`src/rtl/lsu_pkg.sv`:
```
// Shared types and constants for the load/store unit: FSM state encoding,
// RV32I load/store funct3 codes and the word-alignment helper.
// Optional feature macro: LSU_MISALIGNED_EN (adds the RD2/RDWAIT2 states).
package lsu_pkg;

    typedef enum logic [2:0] {
        S_IDLE    = 3'd0,
        S_RD      = 3'd1,
        S_RDWAIT  = 3'd2,
        S_WR      = 3'd3,
        S_RESP    = 3'd4,
        S_RD2     = 3'd5,
        S_RDWAIT2 = 3'd6
    } lsu_state_e;

    localparam logic [2:0] F3_B  = 3'b000;
    localparam logic [2:0] F3_H  = 3'b001;
    localparam logic [2:0] F3_W  = 3'b010;
    localparam logic [2:0] F3_BU = 3'b100;
    localparam logic [2:0] F3_HU = 3'b101;

    localparam int WORD_BYTES = 4;

    // Clear the byte-offset bits so the address points at its containing word.
    function automatic logic [31:0] word_align(input logic [31:0] addr);
        return addr & ~(32'(WORD_BYTES - 1));
    endfunction

endpackage

```
`src/rtl/lsu_align.sv`:
```
// Combinational data alignment for the load/store unit.
// Load path: shifts the (optionally two-word) read data down by the byte
// offset, then sign- or zero-extends according to funct3.
// Store path: merges a byte/halfword into the word read back from dmem.
// i_word_hi is only non-zero for word-straddling loads (LSU_MISALIGNED_EN).
module lsu_align
    import lsu_pkg::*;
(
    input  logic [31:0] i_word_lo,
    input  logic [31:0] i_word_hi,
    input  logic [1:0]  i_offset,
    input  logic [2:0]  i_funct3,
    input  logic [31:0] i_wdata,
    output logic [31:0] o_load_data,
    output logic [31:0] o_store_data
);

    logic [4:0]  w_sh;
    logic [5:0]  w_shc;
    logic [31:0] w_seg;
    logic [31:0] w_mask;

    // Load lane extraction across {hi, lo} followed by extension.
    always_comb begin
        w_sh  = {i_offset, 3'b000};
        w_shc = 6'd32 - {1'b0, w_sh};
        w_seg = (i_word_lo >> w_sh) | ((w_sh == 5'd0) ? 32'd0 : (i_word_hi << w_shc));
        case (i_funct3)
            F3_B:    o_load_data = {{24{w_seg[7]}}, w_seg[7:0]};
            F3_H:    o_load_data = {{16{w_seg[15]}}, w_seg[15:0]};
            F3_W:    o_load_data = w_seg;
            F3_BU:   o_load_data = {24'd0, w_seg[7:0]};
            F3_HU:   o_load_data = {16'd0, w_seg[15:0]};
            default: o_load_data = 32'd0;
        endcase
    end

    // Store merge: replace only the addressed lane of the old word.
    always_comb begin
        case (i_funct3)
            F3_B:    w_mask = 32'h0000_00FF << w_sh;
            F3_H:    w_mask = 32'h0000_FFFF << w_sh;
            default: w_mask = 32'hFFFF_FFFF;
        endcase
        o_store_data = (i_word_lo & ~w_mask) | ((i_wdata << w_sh) & w_mask);
    end

endmodule

```
`src/rtl/load_store_unit.sv`:
```
// Memory-stage load/store unit in front of a strobe-less dmem.
// Loads: read word, extract lane, extend. SW: direct write.
// SB/SH: read-modify-write. Illegal funct3 and misaligned accesses respond
// with o_resp_err and no memory traffic.
// Optional feature macro: LSU_MISALIGNED_EN -- serves misaligned loads,
// using a second read (RD2/RDWAIT2) when the access straddles two words.
module load_store_unit
    import lsu_pkg::*;
#(
    parameter int XLEN = 32
)(
    input  logic            clk,
    input  logic            rst,
    input  logic            i_req_valid,
    output logic            o_req_ready,
    input  logic            i_req_store,
    input  logic [2:0]      i_req_funct3,
    input  logic [XLEN-1:0] i_req_addr,
    input  logic [XLEN-1:0] i_req_wdata,
    output logic            o_resp_valid,
    output logic [XLEN-1:0] o_resp_rdata,
    output logic            o_resp_err,
    output logic [XLEN-1:0] o_mem_addr,
    output logic            o_mem_rd_en,
    output logic            o_mem_wr_en,
    output logic [XLEN-1:0] o_mem_wdata,
    input  logic [XLEN-1:0] i_mem_rdata
);

    lsu_state_e      r_state;
    logic            r_store;
    logic [2:0]      r_f3;
    logic [1:0]      r_off;
    logic [XLEN-1:0] r_wdata;

    logic            r_resp_valid;
    logic            r_resp_err;
    logic [XLEN-1:0] r_resp_rdata;
    logic [XLEN-1:0] r_mem_addr;
    logic            r_mem_rd_en;
    logic            r_mem_wr_en;
    logic [XLEN-1:0] r_mem_wdata;

    logic            w_legal;
    logic            w_misal;
    logic            w_err;
    logic [XLEN-1:0] w_word_lo;
    logic [XLEN-1:0] w_word_hi;
    logic [XLEN-1:0] w_load_data;
    logic [XLEN-1:0] w_store_data;

`ifdef LSU_MISALIGNED_EN
    logic [XLEN-1:0] r_word_lo;
    logic            w_straddle;

    // A misaligned halfword at offset 3 or a misaligned word crosses into the next word.
    always_comb begin
        w_straddle = ((r_f3[1:0] == 2'b01) && (r_off == 2'b11)) ||
                     ((r_f3[1:0] == 2'b10) && (r_off != 2'b00));
    end

    // Second word comes straight from dmem; the first was parked in r_word_lo.
    always_comb begin
        if (r_state == S_RDWAIT2) begin
            w_word_lo = r_word_lo;
            w_word_hi = i_mem_rdata;
        end else begin
            w_word_lo = i_mem_rdata;
            w_word_hi = '0;
        end
    end
`else
    // Single-word accesses only: the upper word never contributes.
    always_comb begin
        w_word_lo = i_mem_rdata;
        w_word_hi = '0;
    end
`endif

    // Decode legality and alignment of the request presented in IDLE.
    always_comb begin
        if (i_req_store)
            w_legal = (i_req_funct3 == F3_B) || (i_req_funct3 == F3_H) || (i_req_funct3 == F3_W);
        else
            w_legal = (i_req_funct3 == F3_B)  || (i_req_funct3 == F3_H) || (i_req_funct3 == F3_W) ||
                      (i_req_funct3 == F3_BU) || (i_req_funct3 == F3_HU);
        w_misal = ((i_req_funct3[1:0] == 2'b01) && i_req_addr[0]) ||
                  ((i_req_funct3[1:0] == 2'b10) && (i_req_addr[1:0] != 2'b00));
`ifdef LSU_MISALIGNED_EN
        w_err = !w_legal || (w_misal && i_req_store);
`else
        w_err = !w_legal || w_misal;
`endif
    end

    lsu_align u_align (
        .i_word_lo    (w_word_lo),
        .i_word_hi    (w_word_hi),
        .i_offset     (r_off),
        .i_funct3     (r_f3),
        .i_wdata      (r_wdata),
        .o_load_data  (w_load_data),
        .o_store_data (w_store_data)
    );

    // Main FSM with registered memory and response outputs.
    always_ff @(posedge clk) begin
        if (rst) begin
            r_state      <= S_IDLE;
            r_resp_valid <= 1'b0;
            r_resp_err   <= 1'b0;
            r_resp_rdata <= '0;
            r_mem_addr   <= '0;
            r_mem_rd_en  <= 1'b0;
            r_mem_wr_en  <= 1'b0;
            r_mem_wdata  <= '0;
        end else begin
            // Enables and the response strobe are single-cycle pulses.
            r_mem_rd_en  <= 1'b0;
            r_mem_wr_en  <= 1'b0;
            r_resp_valid <= 1'b0;
            case (r_state)
                S_IDLE: begin
                    if (i_req_valid) begin
                        r_store <= i_req_store;
                        r_f3    <= i_req_funct3;
                        r_off   <= i_req_addr[1:0];
                        r_wdata <= i_req_wdata;
                        if (w_err) begin
                            r_resp_valid <= 1'b1;
                            r_resp_err   <= 1'b1;
                            r_resp_rdata <= '0;
                            r_state      <= S_RESP;
                        end else if (i_req_store && (i_req_funct3 == F3_W)) begin
                            r_mem_wr_en <= 1'b1;
                            r_mem_addr  <= word_align(i_req_addr);
                            r_mem_wdata <= i_req_wdata;
                            r_state     <= S_WR;
                        end else begin
                            r_mem_rd_en <= 1'b1;
                            r_mem_addr  <= word_align(i_req_addr);
                            r_state     <= S_RD;
                        end
                    end
                end
                S_RD: begin
                    r_state <= S_RDWAIT;
                end
                S_RDWAIT: begin
                    if (r_store) begin
                        r_mem_wr_en <= 1'b1;
                        r_mem_wdata <= w_store_data;
                        r_state     <= S_WR;
`ifdef LSU_MISALIGNED_EN
                    end else if (w_straddle) begin
                        r_word_lo   <= i_mem_rdata;
                        r_mem_rd_en <= 1'b1;
                        r_mem_addr  <= r_mem_addr + XLEN'(WORD_BYTES);
                        r_state     <= S_RD2;
`endif
                    end else begin
                        r_resp_valid <= 1'b1;
                        r_resp_err   <= 1'b0;
                        r_resp_rdata <= w_load_data;
                        r_state      <= S_RESP;
                    end
                end
`ifdef LSU_MISALIGNED_EN
                S_RD2: begin
                    r_state <= S_RDWAIT2;
                end
                S_RDWAIT2: begin
                    r_resp_valid <= 1'b1;
                    r_resp_err   <= 1'b0;
                    r_resp_rdata <= w_load_data;
                    r_state      <= S_RESP;
                end
`endif
                S_WR: begin
                    r_resp_valid <= 1'b1;
                    r_resp_err   <= 1'b0;
                    r_resp_rdata <= '0;
                    r_state      <= S_RESP;
                end
                S_RESP: begin
                    r_resp_err <= 1'b0;
                    r_state    <= S_IDLE;
                end
                default: begin
                    r_state <= S_IDLE;
                end
            endcase
        end
    end

    assign o_req_ready  = (r_state == S_IDLE);
    assign o_resp_valid = r_resp_valid;
    assign o_resp_err   = r_resp_err;
    assign o_resp_rdata = r_resp_rdata;
    assign o_mem_addr   = r_mem_addr;
    assign o_mem_rd_en  = r_mem_rd_en;
    assign o_mem_wr_en  = r_mem_wr_en;
    assign o_mem_wdata  = r_mem_wdata;

endmodule
```
`config.mk`:
```
export PLATFORM = sky130hd
export DESIGN_NAME = load_store_unit
export DESIGN_NICKNAME = d
export VERILOG_FILES = /design/src/rtl/lsu_pkg.sv /design/src/rtl/lsu_align.sv /design/src/rtl/load_store_unit.sv
export SDC_FILE = /design/constraint.sdc
export NUM_CORES = 1
export LEC_CHECK = 0
export CORE_MARGIN = 5
export CORE_UTILIZATION = 64
export DETAILED_ROUTE_END_ITERATION = 6
export DONT_BUFFER_PORTS = 1
export PLACE_DENSITY_LB_ADDON = 0.12
export SKIP_CTS_REPAIR_TIMING = 1
export SLEW_MARGIN = 15
export SYNTH_ARGS = -nofsm -noshare
export SYNTH_HDL_FRONTEND = slang
export SYNTH_HIERARCHICAL = 1
export SYNTH_SLANG_ARGS = --single-unit
```
`constraint.sdc`:
```
create_clock -name clk -period 4.2 [get_ports clk]
set_input_delay 0.84 -clock clk [delete_from_list [all_inputs] [get_ports clk]]
set_output_delay 0.84 -clock clk [all_outputs]
set_load 0.02 [all_outputs]
```
==> results of run 1 <==
==> worst paths after layout <==
path                endpoint  slack [ns]
max          o_mem_wdata[21]        1.45
min           o_mem_addr[27]        0.49
max reg2reg  o_mem_wdata[21]        1.45
min reg2reg    o_mem_addr[9]        0.56
==> power groups by stage <==
stage                     combinational, W  sequential, W  clock, W
after detailed placement          0.000391        0.00152         0
final                             0.000403        0.00149   0.00161
after CTS                         0.000395        0.00149   0.00162
after global placement            0.000382        0.00152         0
after global routing              0.000443        0.00149   0.00171
after floorplan                   0.000349        0.00150         0
==> per-stage QoR <==
stage               instance area (µm²)  hold slack (ns)  std cells
finish                             8579           0.4862       1036
global route                       8579           0.4696       1036
CTS                                8571           0.4762       1035
detailed placement                 7924           0.5488       1003
global placement                   7924           0.5406       1003
floorplan                          8001           0.5345        917
==> sequential cells by signal, summed over array words and instances (netlist names), 2 cells and up <==
name,cells
r_off,2
o_resp_rdata,32
o_mem_addr,30
o_mem_wdata,32
r_f3,3
r_wdata,32
r_state,3
==> layout by cell type, fill, tap and decap left out, types with 5 or more instances in the layout <==
cell type	instances
conb_1	66
nor2_1	80
clkbuf_16	20
mux2i_1	111
nor3_1	5
mux2_2	23
o21ai_0	11
o22ai_1	5
o2bb2ai_1	11
inv_1	5
a21oi_1	86
dfxtp_1	101
o21ai_1	10
nand3b_1	7
a21oi_2	10
nand2_1	121
a211oi_1	37
nand2b_1	41
buf_4	11
nor2b_1	14
a211oi_2	18
edfxtp_1	38
==> layer usage <==
layer  wire length, µm  up-vias  GRT usage, %
li1                  -     3024             -
met1              8558     2858         35.83
met2              9618      235         44.92
met3              1737       43         8.200
met4               642        0         12.46
met5                 0        -             0
==> Yosys cell counts (5+ instances only) <==
cell,number
mux2i_1,111
o21ai_1,10
nand2b_1,41
o22ai_1,5
a21oi_2,10
nor3_1,5
mux2_2,23
buf_2,27
dfxtp_1,101
o2bb2ai_1,11
edfxtp_1,38
nor2_1,81
nor2b_1,14
inv_1,5
buf_6,6
nand2_1,121
o21ai_0,12
a21oi_1,86
a211oi_2,18
nand3b_1,7
buf_4,5
clkbuf_1,30
a211oi_1,37
==> final cells by class <==
cell class                 count  area [µm²]
fill                         921        3382
clock buffer                  20       500.5
tap                          147       183.9
sequential                   139        3163
timing repair buffer          12       90.09
inverter                       6       22.52
multi-input combinational    700        4473
clock inverter                12       146.4
==> cells by family after synthesis <==
kind of cell / share of synthesized area, %
mux: 17.85
other cells: 0.04834
compound gates: 19.34
buf+inv: 5.032
flops: 40.77
simple gates: 16.63
fa+ha+maj: 0.3225
==> flow_metrics.py, run 1 <==
metrics = {
    "sta": {
        "worst_slew_pin_slew_ns": 1.172,
        "slew_headroom_pct": 21.86,
        "fin_skew_ns": 0.009937,
        "fin_ws_ns": 1.454,
        "timing_hold_violations_final": 0,
        "period_minus_slack_ns": 2.746,
        "grt_setup_unrepaired": "no",
        "finalMaxSlewViolations": 0,
        "fmax_ghz": 0.3641,
        "share_of_the_clock_period_used_by_the_worst_path_pct": 65.39,
        "setup_viol_count_final": 0,
        "setup-tns-final_ns": 0,
    },
    "synthesis": {
        "post_synth_inst_count": 852,
        "number_of_enable_flip_flop_cells_after_synthesis": 38,
        "synth_area_mm2": 0.007757,
        "share_of_the_yosys_chip_area_belonging_to_registers_pct": 40.77,
        "synth_flop_cell": "dfxtp_1",
        "post_synth.cell_area_avg_um2": 9.105,
        "synth.lib_cells_used.distinct": 52,
        "synthDominantAreaCellType": "dfxtp_1",
        "synth_seq_cells": 139,
        "synthTopCellsByArea": "dfxtp_1 (26%), edfxtp_1 (15%), mux2i_1 (14%)",
        "synth_top_cell_area_share_pct": 26.06,
        "async_flop_share_pct": 0,
        "synth.yosys.warnings": 6,
    },
    "pwr": {
        "net_switching_power_of_the_design_w": 0.0009156,
        "power.ir.vdd_worst_mv": 0.3497,
        "proportion_of_power_drawn_by_combinational_gates_pct": 11.5,
        "clock_power_share_pct": 46.0,
        "swShare_pct": 26.15,
        "power_per_cell_area_mw_per_mm2": 408.0,
        "static_leakage_power_nw": 3.150,
        "internal_power_w": 0.002585,
        "tot_pwr_w": 0.003501,
        "share_seq_of_total_power_pct": 42.5,
    },
    "critical_path": {
        "timing.critical_path.slowest_stage_cell": "edfxtp_1",
        "critical_path.startpoint": "r_off[0]",
        "worstRegToRegCells": 6,
        "crit_buf_inv": 1,
        "critical_path_peak_fanout": 30,
        "cp_num_cells": 6,
        "r2r-start": "r_off[0]",
        "worst-setup-path-type": "register to register",
        "setup.worst_path.end_class": "register",
        "critical_path.top_delay_family": "flip-flops",
        "timing.critical_path.from_type": "register",
        "crit_chain": "buf_4 -> nor2b_1 -> a21oi_1 -> a21oi_1 -> mux2i_1 -> a211oi_2",
        "critical-path-max-stage-delay_ns": 0.74,
        "crit_path_required_time_ns": 4.54,
        "timing.critical_path.mode_cell": "a21oi_1",
        "arrival_ns": 3.09,
    },
    "die": {
        "io_pins": 204,
        "dieWidth_um": 120.1,
        "die_area_mm2": 0.01442,
        "floorplan.rows": 40,
        "fp.coreArea_mm2": 0.01196,
        "start_util_pct": 64.85,
        "die_height_um": 120.1,
    },
    "clock_tree": {
        "clk_latency_ns": 0.43,
        "cts_made_buffers": 17,
        "clk_path_buf_depth": 2,
        "clock_tree_from_tritoncts": "yes",
        "htree_levels": 4,
        "clock_tree.root_cell": "clkbuf_16",
        "path_clk_slew_ns": 0.06,
        "tritoncts_num_sinks": 139,
    },
    "global_routing": {
        "global_route.overflow_total": 0,
        "first_pass_grt_wire_length_um": 32300,
        "grt_start_max_net_pins": 101,
        "antenna_found_initial": 0,
        "groute.usage.overall_pct": 28.29,
        "number_of_global_route_vias_before_repair": 5994,
    },
    "placed_design": {
        "place.detailed.hpwl_um": 15050,
        "io_buffer_count": 0,
        "pre_cts_ws_ns": 1.112,
        "gp_routability_congestion": 0.8764,
    },
    "layout": {
        "nNetsFinal": 981,
        "area_growth_synth_to_finish_pct": 10.60,
        "post-route-util_pct": 71.73,
        "layout_cell_share_with_drive_strength_beyond_1_pct": 12.26,
        "antenna_cells": 0,
    },
    "min_path": {
        "path_type_of_the_worst_min_delay_path": "input port to register",
        "timing.hold.worst.start": "rst",
        "whs_path_depth": 1,
    },
    "detailed_routing": {
        "detail_route.drc_violations": 0,
        "route.detailed.wl_per_inst_um": 19.84,
        "drt-total-wl_um": 20560,
        "drt-initial-drc-count": 438,
        "avgViaCountPerCell": 5.946,
        "drt-pass1-iter-count": 5,
        "route.vias.total": 6160,
        "drt.antenna.violating_nets": 0,
    },
    "flow_run": {
        "maxCapViolations": 0,
    },
    "run_status": {
        "outcome": "finished, final reports clean",
    },
}
(Power assumes the default switching activity.)
==> run 2, diff against run 1 <==
CORE_UTILIZATION = 58   (was 64)
clock period = 2.5 ns   (was 4.2 ns; I/O delays follow)
==> run 2 against run 1 <==
Compared with the run above:
- sequential share of layout area down 0.52 points
- first-iteration DRC count down 3.2%
- worst hold slack worse by 0.31 ns
- clock-buffer cell count up 3
==> flow_metrics.py, run 2 (synthesized netlist as in run 1, its figures left out) <==
metrics = {
    "critical_path": {
        "worstRegToRegCells": 7,
        "worst-setup-path-type": "register to register",
        "setup.worst_path.end_class": "register",
        "critical_path_peak_fanout": 16,
        "r2r_setup_slack_ns": 0.33,
        "cp_num_cells": 7,
        "timing.critical_path.from_type": "register",
        "r2r-start": "r_off[1]",
        "critical_path.top_delay_family": "flip-flops",
        "worstReg2RegEnd": "o_mem_wdata[1]",
        "arrival_ns": 2.50,
        "crit_buf_inv": 2,
        "timing.critical_path.slowest_stage_cell": "edfxtp_1",
        "critical_path.startpoint": "r_off[1]",
        "crit_chain": "inv_2 -> ha_1 -> nor3_1 -> buf_4 -> o21ai_1 -> mux2i_1 -> a211oi_1",
        "critical-path-max-stage-delay_ns": 0.51,
        "crit_path_required_time_ns": 2.83,
    },
    "pwr": {
        "static_leakage_power_nw": 3.192,
        "power.ir.vdd_worst_mv": 0.5400,
        "power_per_cell_area_mw_per_mm2": 651.0,
    },
    "clock_tree": {
        "clk_path_buf_depth": 2,
        "tritoncts_num_sinks": 139,
        "path_clk_slew_ns": 0.06,
        "cts_made_buffers": 17,
        "clock_tree.root_cell": "clkbuf_16",
        "htree_levels": 4,
        "clock_tree_from_tritoncts": "yes",
        "clk_latency_ns": 0.42,
    },
    "layout": {
        "final.fill_count": 1109,
        "nNetsFinal": 991,
        "antenna_cells": 0,
        "layout_cell_share_with_drive_strength_beyond_1_pct": 12.79,
        "layout.cells.most_common": "nand2_1",
        "area_growth_synth_to_finish_pct": 12.18,
        "most-common-layout-cells": "nand2_1 (121), mux2i_1 (111), dfxtp_1 (101), a21oi_1 (86), nor2_1 (80)",
    },
    "placed_design": {
        "place.detailed.hpwl_um": 15860,
        "io_buffer_count": 0,
        "gp_routability_congestion": 0.8748,
    },
    "sta": {
        "setup_viol_count_final": 0,
        "timing_hold_violations_final": 0,
        "fin_skew_ns": 0.007396,
        "setup-tns-final_ns": 0,
        "grt_setup_unrepaired": "no",
        "slew_headroom_pct": 28.26,
        "finalMaxSlewViolations": 0,
        "worst_slew_pin_slew_ns": 1.076,
        "share_of_the_clock_period_used_by_the_worst_path_pct": 86.72,
        "period_minus_slack_ns": 2.168,
        "fmax_ghz": 0.4613,
        "hold_ws_ns": 0.1721,
    },
    "global_routing": {
        "global_route.overflow_total": 0,
        "antenna_found_initial": 0,
        "met1_routing_resource_usage_after_global_routing_pct": 31.94,
        "number_of_global_route_vias_before_repair": 6185,
        "grt_use_met3_pct": 10.12,
        "groute.usage.overall_pct": 26.74,
        "grt_start_max_net_pins": 101,
        "first_pass_grt_wire_length_um": 33890,
        "busiest_layer": "met2",
        "m2_gr_usage_pct": 43.55,
    },
    "min_path": {
        "path_type_of_the_worst_min_delay_path": "input port to register",
        "timing.hold.worst.start": "i_req_wdata[1]",
        "whs_path_depth": 0,
        "min_to": "r_wdata[1]",
    },
    "detailed_routing": {
        "drt-pass1-iter-count": 5,
        "route.detailed.wl_per_inst_um": 19.91,
        "drt.antenna.violating_nets": 0,
        "drt-total-wl_um": 21410,
        "avgViaCountPerCell": 5.822,
        "drt-initial-drc-count": 424,
        "route.vias.total": 6259,
        "detail_route.drc_violations": 0,
    },
    "die": {
        "die_area_mm2": 0.01579,
        "dieWidth_um": 125.7,
        "start_util_pct": 58.81,
        "fp.coreArea_mm2": 0.01319,
        "io_pins": 204,
        "floorplan.rows": 42,
        "die_height_um": 125.7,
    },
    "run_status": {
        "outcome": "finished, final reports clean",
    },
    "flow_run": {
        "maxCapViolations": 0,
    },
}
-- run 2: report_power, final --
part	switching, W	total, W	internal [W]
combinational	0.000413	0.000713	0.000300
clock	0.000990	0.00245	0.00146
sequential	0.000103	0.00250	0.00239
total	0.00151	0.00566	0.00416
-- run 2: how the worst max path moves through the flow --
stage	end	slack [ns]
3_3_place_gp	o_mem_wdata[12]	0.45
6_report	o_mem_wdata[1]	0.33
5_1_grt	o_mem_wdata[1]	0.17
2_1_floorplan	o_mem_wdata[6]	0.09
3_5_place_dp	o_mem_wdata[8]	0.36
4_1_cts	o_mem_wdata[8]	0.35
-- run 2: metrics by stage --
stage	instance area, µm²	setup WS [ns]	total power, W	instances	util [%]
5_1_grt	8702	0.1662	0.005887	1075	65.97
2_1_floorplan	8009	0.09369	0.003107	917	-
6_report	8702	0.3321	0.005665	1075	65.97
3_5_place_dp	8118	0.3583	0.003237	1043	61.54
4_1_cts	8702	0.3502	0.005689	1075	65.97
3_3_place_gp	8118	0.4527	0.003220	1043	61.54
-- run 2: cell type report --
type | count | area (µm²) | area share (%)
Clock buffer | 23 | 511.7 | 5.881
Clock inverter | 9 | 72.57 | 0.8339
Tap cell | 176 | 220.2 | 2.531
Sequential cell | 139 | 3163 | 36.35
Inverter | 6 | 22.52 | 0.2588
Timing Repair Buffer | 22 | 240.2 | 2.761
Multi-Input combinational cell | 700 | 4472 | 51.39
-- run 2: worst reg2reg max path: cells and delay by family (launching register included) --
kind | cells | cell delay (ns)
DFF | 1 | 0.51
adders and majority gates | 1 | 0.48
AOI/OAI and AO/OA | 2 | 0.45
buffers and inverters | 2 | 0.42
and+or+nand+nor | 1 | 0.11
muxes | 1 | 0.11
-- run 2: metal layers --
metal	up-vias	part of all wire [%]
met4	0	3.2
met5	-	0
met1	2904	40
li1	3036	-
met2	271	47
met3	48	9.1
